$ cat config.mk
export PLATFORM = sky130hd
export DESIGN_NAME = mux_frame_shifter
export DESIGN_NICKNAME = d
export VERILOG_FILES = /design/src/rtl/mux_pkg.sv /design/src/rtl/bit_period_timer.sv /design/src/rtl/mux_frame_shifter.sv
export SDC_FILE = /design/constraint.sdc
export NUM_CORES = 1
export LEC_CHECK = 0
export ABC_AREA = 1
export BUFFER_PORTS_ARGS = -buffer_cell sky130_fd_sc_hd__clkbuf_2
export CORE_ASPECT_RATIO = 1.25
export CORE_MARGIN = 1
export CORE_UTILIZATION = 25
export CTS_BUF_LIST = sky130_fd_sc_hd__clkbuf_16
export DETAILED_ROUTE_END_ITERATION = 8
export PLACE_DENSITY = 0.45
export SKIP_CTS_REPAIR_TIMING = 1
export SLEW_MARGIN = 20
export SYNTH_ARGS = -nofsm -noshare
export SYNTH_HDL_FRONTEND = slang
export SYNTH_SLANG_ARGS = --single-unit
$ cat constraint.sdc
create_clock -name clk_in -period 3.2 [get_ports clk_in]
set_clock_uncertainty 0.05 [all_clocks]
set_input_delay 0.32 -clock clk_in [delete_from_list [all_inputs] [get_ports clk_in]]
set_output_delay 0.32 -clock clk_in [all_outputs]
set_load 0.01 [all_outputs]
$ cat src/rtl/mux_pkg.sv
// Shared types and helpers for the multiplexer frame shifter.
package mux_pkg;

    localparam int unsigned DIV_W = 4;
    localparam int unsigned PER_W = 5;

    typedef enum logic [2:0] {
        S_IDLE  = 3'd0,
        S_LEAD  = 3'd1,
        S_SHIFT = 3'd2,
        S_TRAIL = 3'd3,
        S_GAP   = 3'd4
    } mux_shift_state_t;

    // Bit period in clk_in cycles: 2*N_div, with N_div=0 meaning one cycle per bit.
    function automatic logic [PER_W-1:0] bit_period(input logic [DIV_W-1:0] n_div);
        if (n_div == '0) begin
            return PER_W'(1);
        end
        return {n_div, 1'b0};
    endfunction

endpackage

$ cat src/rtl/bit_period_timer.sv
// Counts clk_in cycles within one serial bit and flags the last cycle of each bit.
module bit_period_timer
    import mux_pkg::*;
(
    input  logic             clk_in,
    input  logic             rst,
    input  logic [DIV_W-1:0] n_div,
    input  logic             en,
    output logic             bit_end
);

    logic [PER_W-1:0] cnt;
    logic [PER_W-1:0] last;

    assign last    = bit_period(n_div) - PER_W'(1);
    assign bit_end = en && (cnt == last);

    // Period counter: held at zero while disabled, reloads at every bit boundary.
    always_ff @(posedge clk_in or posedge rst) begin
        if (rst) begin
            cnt <= '0;
        end else if (!en || bit_end) begin
            cnt <= '0;
        end else begin
            cnt <= cnt + PER_W'(1);
        end
    end

endmodule

$ cat src/rtl/mux_frame_shifter.sv
// Serializes one control word MSB first onto the multiplexer line and gates the
// downstream divider through clockEnable for exactly the bit window.
// Optional build macro MUX_FRAME_PARITY_EN appends one odd-parity bit after the LSB.
module mux_frame_shifter
    import mux_pkg::*;
#(
    parameter int unsigned WIDTH = 16,
    parameter int unsigned GAP   = 2
) (
    input  logic             clk_in,
    input  logic             rst,
    input  logic [DIV_W-1:0] N_div,
    input  logic             start,
    input  logic [WIDTH-1:0] data_in,
    output logic             ready,
    output logic             done,
    output logic             clockEnable,
    output logic             cs_n,
    output logic             sdo
);

`ifdef MUX_FRAME_PARITY_EN
    localparam int unsigned NB = WIDTH + 1;
`else
    localparam int unsigned NB = WIDTH;
`endif
    localparam int unsigned BIT_CNT_W = $clog2(NB);
    localparam int unsigned GAP_CNT_W = $clog2(GAP + 1);

    mux_shift_state_t       state;
    mux_shift_state_t       state_nxt;
    logic [NB-1:0]          frame_word;
    logic [NB-1:0]          shreg;
    logic [BIT_CNT_W-1:0]   bit_cnt;
    logic [GAP_CNT_W-1:0]   gap_cnt;
    logic [DIV_W-1:0]       n_div_q;
    logic                   bit_end;

    logic                   ready_nxt;
    logic                   done_nxt;
    logic                   ce_nxt;
    logic                   cs_n_nxt;
    logic                   sdo_nxt;

    // Frame contents as latched at start; parity is taken over the word being latched.
`ifdef MUX_FRAME_PARITY_EN
    assign frame_word = {data_in, ~^data_in};
`else
    assign frame_word = data_in;
`endif

    bit_period_timer u_timer (
        .clk_in  (clk_in),
        .rst     (rst),
        .n_div   (n_div_q),
        .en      (state == S_SHIFT),
        .bit_end (bit_end)
    );

    // State register.
    always_ff @(posedge clk_in or posedge rst) begin
        if (rst) begin
            state <= S_IDLE;
        end else begin
            state <= state_nxt;
        end
    end

    // Next-state logic: one-cycle LEAD and TRAIL framing a bit-timed SHIFT, then GAP.
    always_comb begin
        state_nxt = state;
        case (state)
            S_IDLE:  if (start) state_nxt = S_LEAD;
            S_LEAD:  state_nxt = S_SHIFT;
            S_SHIFT: if (bit_end && (bit_cnt == '0)) state_nxt = S_TRAIL;
            S_TRAIL: state_nxt = S_GAP;
            S_GAP:   if (gap_cnt == GAP_CNT_W'(GAP - 1)) state_nxt = S_IDLE;
            default: state_nxt = S_IDLE;
        endcase
    end

    // Output decode: next values for the registered pins, derived from the coming state.
    always_comb begin
        ready_nxt = (state_nxt == S_IDLE);
        done_nxt  = (state == S_TRAIL);
        ce_nxt    = (state_nxt == S_SHIFT);
        cs_n_nxt  = (state_nxt == S_IDLE) || (state_nxt == S_GAP);
        sdo_nxt   = sdo;
        case (state_nxt)
            S_LEAD:  sdo_nxt = frame_word[NB-1];
            S_SHIFT: if (bit_end) sdo_nxt = shreg[NB-2];
            S_IDLE,
            S_GAP:   sdo_nxt = 1'b0;
            default: sdo_nxt = sdo;
        endcase
    end

    // Frame datapath: latch word and divide ratio, shift per bit, count gap cycles.
    always_ff @(posedge clk_in or posedge rst) begin
        if (rst) begin
            shreg   <= '0;
            n_div_q <= '0;
            bit_cnt <= '0;
            gap_cnt <= '0;
        end else begin
            case (state)
                S_IDLE: begin
                    if (start) begin
                        shreg   <= frame_word;
                        n_div_q <= N_div;
                        bit_cnt <= BIT_CNT_W'(NB - 1);
                    end
                end
                S_SHIFT: begin
                    if (bit_end) begin
                        shreg   <= shreg << 1;
                        bit_cnt <= bit_cnt - BIT_CNT_W'(1);
                    end
                end
                S_TRAIL: gap_cnt <= '0;
                S_GAP:   gap_cnt <= gap_cnt + GAP_CNT_W'(1);
                default: ;
            endcase
        end
    end

    // Output registers: pins change only on rising clk_in edges.
    always_ff @(posedge clk_in or posedge rst) begin
        if (rst) begin
            ready       <= 1'b1;
            done        <= 1'b0;
            clockEnable <= 1'b0;
            cs_n        <= 1'b1;
            sdo         <= 1'b0;
        end else begin
            ready       <= ready_nxt;
            done        <= done_nxt;
            clockEnable <= ce_nxt;
            cs_n        <= cs_n_nxt;
            sdo         <= sdo_nxt;
        end
    end

endmodule

==> results.sh <==
export IMPL_yosysWarnings=0
export IMPL_startpoint_type="flip-flop"
export IMPL_fmax_mhz=553.6
export IMPL_slew_violations=0
export IMPL_power_total_mw=1.149
export IMPL_place_area_mm2=0.002266
export IMPL_reg2reg_to="shreg[7]$_DFFE_PP0P_"
export IMPL_hpwl_um=2723
export IMPL_yosys_cell_types_count=32
export IMPL_io_buffers=27
export IMPL_clk_latency_ns=0.28
export IMPL_grt_overflow=0
export IMPL_drtPass1Iterations=4
export IMPL_synthArstFlopShare=1.000
export IMPL_pre_cts_ws_ns=1.366
export IMPL_yosys_area_top_type_share=0.4317
export IMPL_antenna_found_initial=0
export IMPL_grt_pass1_vias=1483
export IMPL_design_area_mm2=0.002455
export IMPL_maxCapViolations=0
export IMPL_avgRoutedWirePerCell_um=11.08
export IMPL_grt_pass1_wl_um=6831
export IMPL_cts_root_buffer="clkbuf_16"
export IMPL_cp_end_kind="flip-flop"
export IMPL_cts_buffer_depth=2
export IMPL_rsz0062_at_grt="false"
export IMPL_core_mm2=0.007928
export IMPL_initial_core_util=0.2633
export IMPL_ir_worst_vdd_mv=0.2989
export IMPL_via_count=1519
export IMPL_slew_headroom=0.6682
export IMPL_hold_viol=0
export IMPL_syn_to_final_growth_pct=17.63
export IMPL_grt_max_degree=39
export IMPL_die_w_um=83.72
export IMPL_r2r_cells=6
export IMPL_path_class="flip-flop to flip-flop"
export IMPL_drc_errors=0
export IMPL_cts_tree="done"
export IMPL_required_ns=3.35
export IMPL_status="complete, no violations"
export IMPL_globalplace_congestion=0.7103
export IMPL_drt_wl_total_um=3866
export IMPL_synth_largest_area_cell="dfrtp_1"
export IMPL_cts_sinks=38
export IMPL_drt_iter0_markers=68
export IMPL_synth_seq_cells=38
export IMPL_cts_buffers=5
export IMPL_hp_class="input port to async pin"
export IMPL_synth_area_per_cell_um2=9.359
export IMPL_fin_nets=280
export IMPL_die_h_um=104.2
export IMPL_htreeDepth=2
export IMPL_grt_use_total=0.09721
export IMPL_timing_hold_ws_ns=0.07637
export IMPL_tns_ns=0
export IMPL_synth_edff_count=0
export IMPL_dieArea_mm2=0.008719
export IMPL_path_clk_slew_ns=0.06
export IMPL_setup_violations=0
export IMPL_r2r_slack_ns=1.39
export IMPL_rows=36
export IMPL_synth_area_top_cells="dfrtp_1 43%, nand2_1 8.8%, inv_1 6.7%"
export IMPL_syn_inst=223
export IMPL_ioPinCount=28
export IMPL_drive_gt1_frac=0.2953
export IMPL_worstPathCellList="nor3_4 > buf_4 > nand3_4 > nand2_8 > o211ai_2 > o21ai_2"
export IMPL_antenna_diode_count=0
export IMPL_layout_min_cycle_time_ns=1.806
export IMPL_syn_area_mm2=0.002087
export IMPL_worstMarginPinSlew_ns=0.4978
export IMPL_slowest_stage="dfrtp_1"
export IMPL_seq_area_frac_synth=0.4568
export IMPL_critPathBufInv=1
export IMPL_path_max_fanout=33
export IMPL_p_per_area_mw_per_mm2=467.9
export IMPL_worstPathArrival_ns=1.96
export IMPL_power_leakage_nw=1.299
export IMPL_synth_nets=250
export IMPL_ant_nets=0
export IMPL_critical_path_top_delay_family="simple AND/OR/NAND/NOR gates"
export IMPL_finalCritPeriodShare=0.5645
export IMPL_via_per_inst=4.352
export IMPL_r2r_start="state[2]$_DFF_PP0_"
export IMPL_slowest_delay_ns=0.43
export IMPL_timing_final_ws_setup_ns=1.394
export IMPL_ys_flop_type="dfrtp_1"
==> final cells by class <==
cell class | count | area [um2]
sequential | 38 | 953.4
clock inverter | 3 | 63.81
tap | 95 | 118.9
inverter | 37 | 138.9
fill | 851 | 5473
clock buffer | 5 | 125.1
multi-input combinational | 142 | 904.6
timing repair buffer | 29 | 150.1
==> placed cells by master, fill, tap and decap left out, drive strengths merged, types with 3 or more instances in the layout <==
cell type,n
o211ai,12
o21ai,24
clkbuf,32
inv,37
nand4,3
nand2,53
nor2,21
ha,4
nand3,14
dfrtp,36
==> sequential cells by signal, indices dropped and copies added (netlist names) <==
name,flops
ready,1
sdo,1
shreg,15
u_timer.cnt,5
done,1
bit_cnt,4
clockEnable,1
state,3
n_div_q,4
cs_n,1
gap_cnt,2
==> kinds of logic (layout without fill, tap and decap cells) <==
kind of cell    count (synthesis)  after routing  synth area share
compound gates                 42             42            0.1775
xor+xnor                        2              2          0.008395
fa+ha+maj                       4              4           0.02398
buf+inv                        43             74            0.1097
flops                          38             38            0.4568
simple gates                   94             94            0.2236
==> worst max-delay path by stage <==
stage,startpoint,depth (start not counted),end,slack [ns]
2_1_floorplan,n_div_q[1]$_DFFE_PP0P_,9,shreg[14]$_DFFE_PP0P_,1.65
3_3_place_gp,state[2]$_DFF_PP0_,6,shreg[12]$_DFFE_PP0P_,1.40
3_5_place_dp,state[2]$_DFF_PP0_,6,shreg[12]$_DFFE_PP0P_,1.37
4_1_cts,state[2]$_DFF_PP0_,6,shreg[12]$_DFFE_PP0P_,1.36
5_1_grt,state[2]$_DFF_PP0_,6,bit_cnt[1]$_DFFE_PP0P_,1.22
6_report,state[2]$_DFF_PP0_,6,shreg[7]$_DFFE_PP0P_,1.39
==> power by group <==
group | switching [mW] | internal [mW] | total (mW)
clock network | 0.197 | 0.444 | 0.641
logic | 0.0162 | 0.0104 | 0.0266
registers | 0 | 0.481 | 0.481
total | 0.214 | 0.935 | 1.15
==> synthesized netlist by cell type, types with 2 or more instances <==
master	n
a31oi_1	2
buf_12	2
buf_6	2
clkbuf_8	2
dfrtp_1	36
dfstp_2	2
ha_1	4
inv_1	37
nand2_1	49
nand2_2	2
nand3_1	11
nand3_2	2
nand4_1	3
nor2_1	17
nor2_2	2
nor2_4	2
o211ai_2	9
o211ai_4	2
o21ai_0	10
o21ai_2	13
o22ai_1	2
xor2_1	2
==> worst reg2reg max path: stages (launching register included) <==
cell and delay, ns:
dfrtp_1 0.43, nor3_4 0.19, buf_4 0.39, nand3_4 0.17
nand2_8 0.27, o211ai_2 0.16, o21ai_2 0.08
==> through the flow <==
stage          std cells  utilization
3_3_place_gp         341       0.2858
5_1_grt              349       0.3097
2_1_floorplan        223            -
4_1_cts              349       0.3097
3_5_place_dp         341       0.2858
6_report             349       0.3097
==> metal layers <==
layer  GRT usage  vias to the layer above  share of wire
li1            -                      779              -
met1      0.1302                      703           0.49
met2      0.1463                       32           0.45
met3     0.03254                        5          0.051
met4     0.03269                        0          0.011
met5           0                        -              0
(Power assumes the default switching activity.)
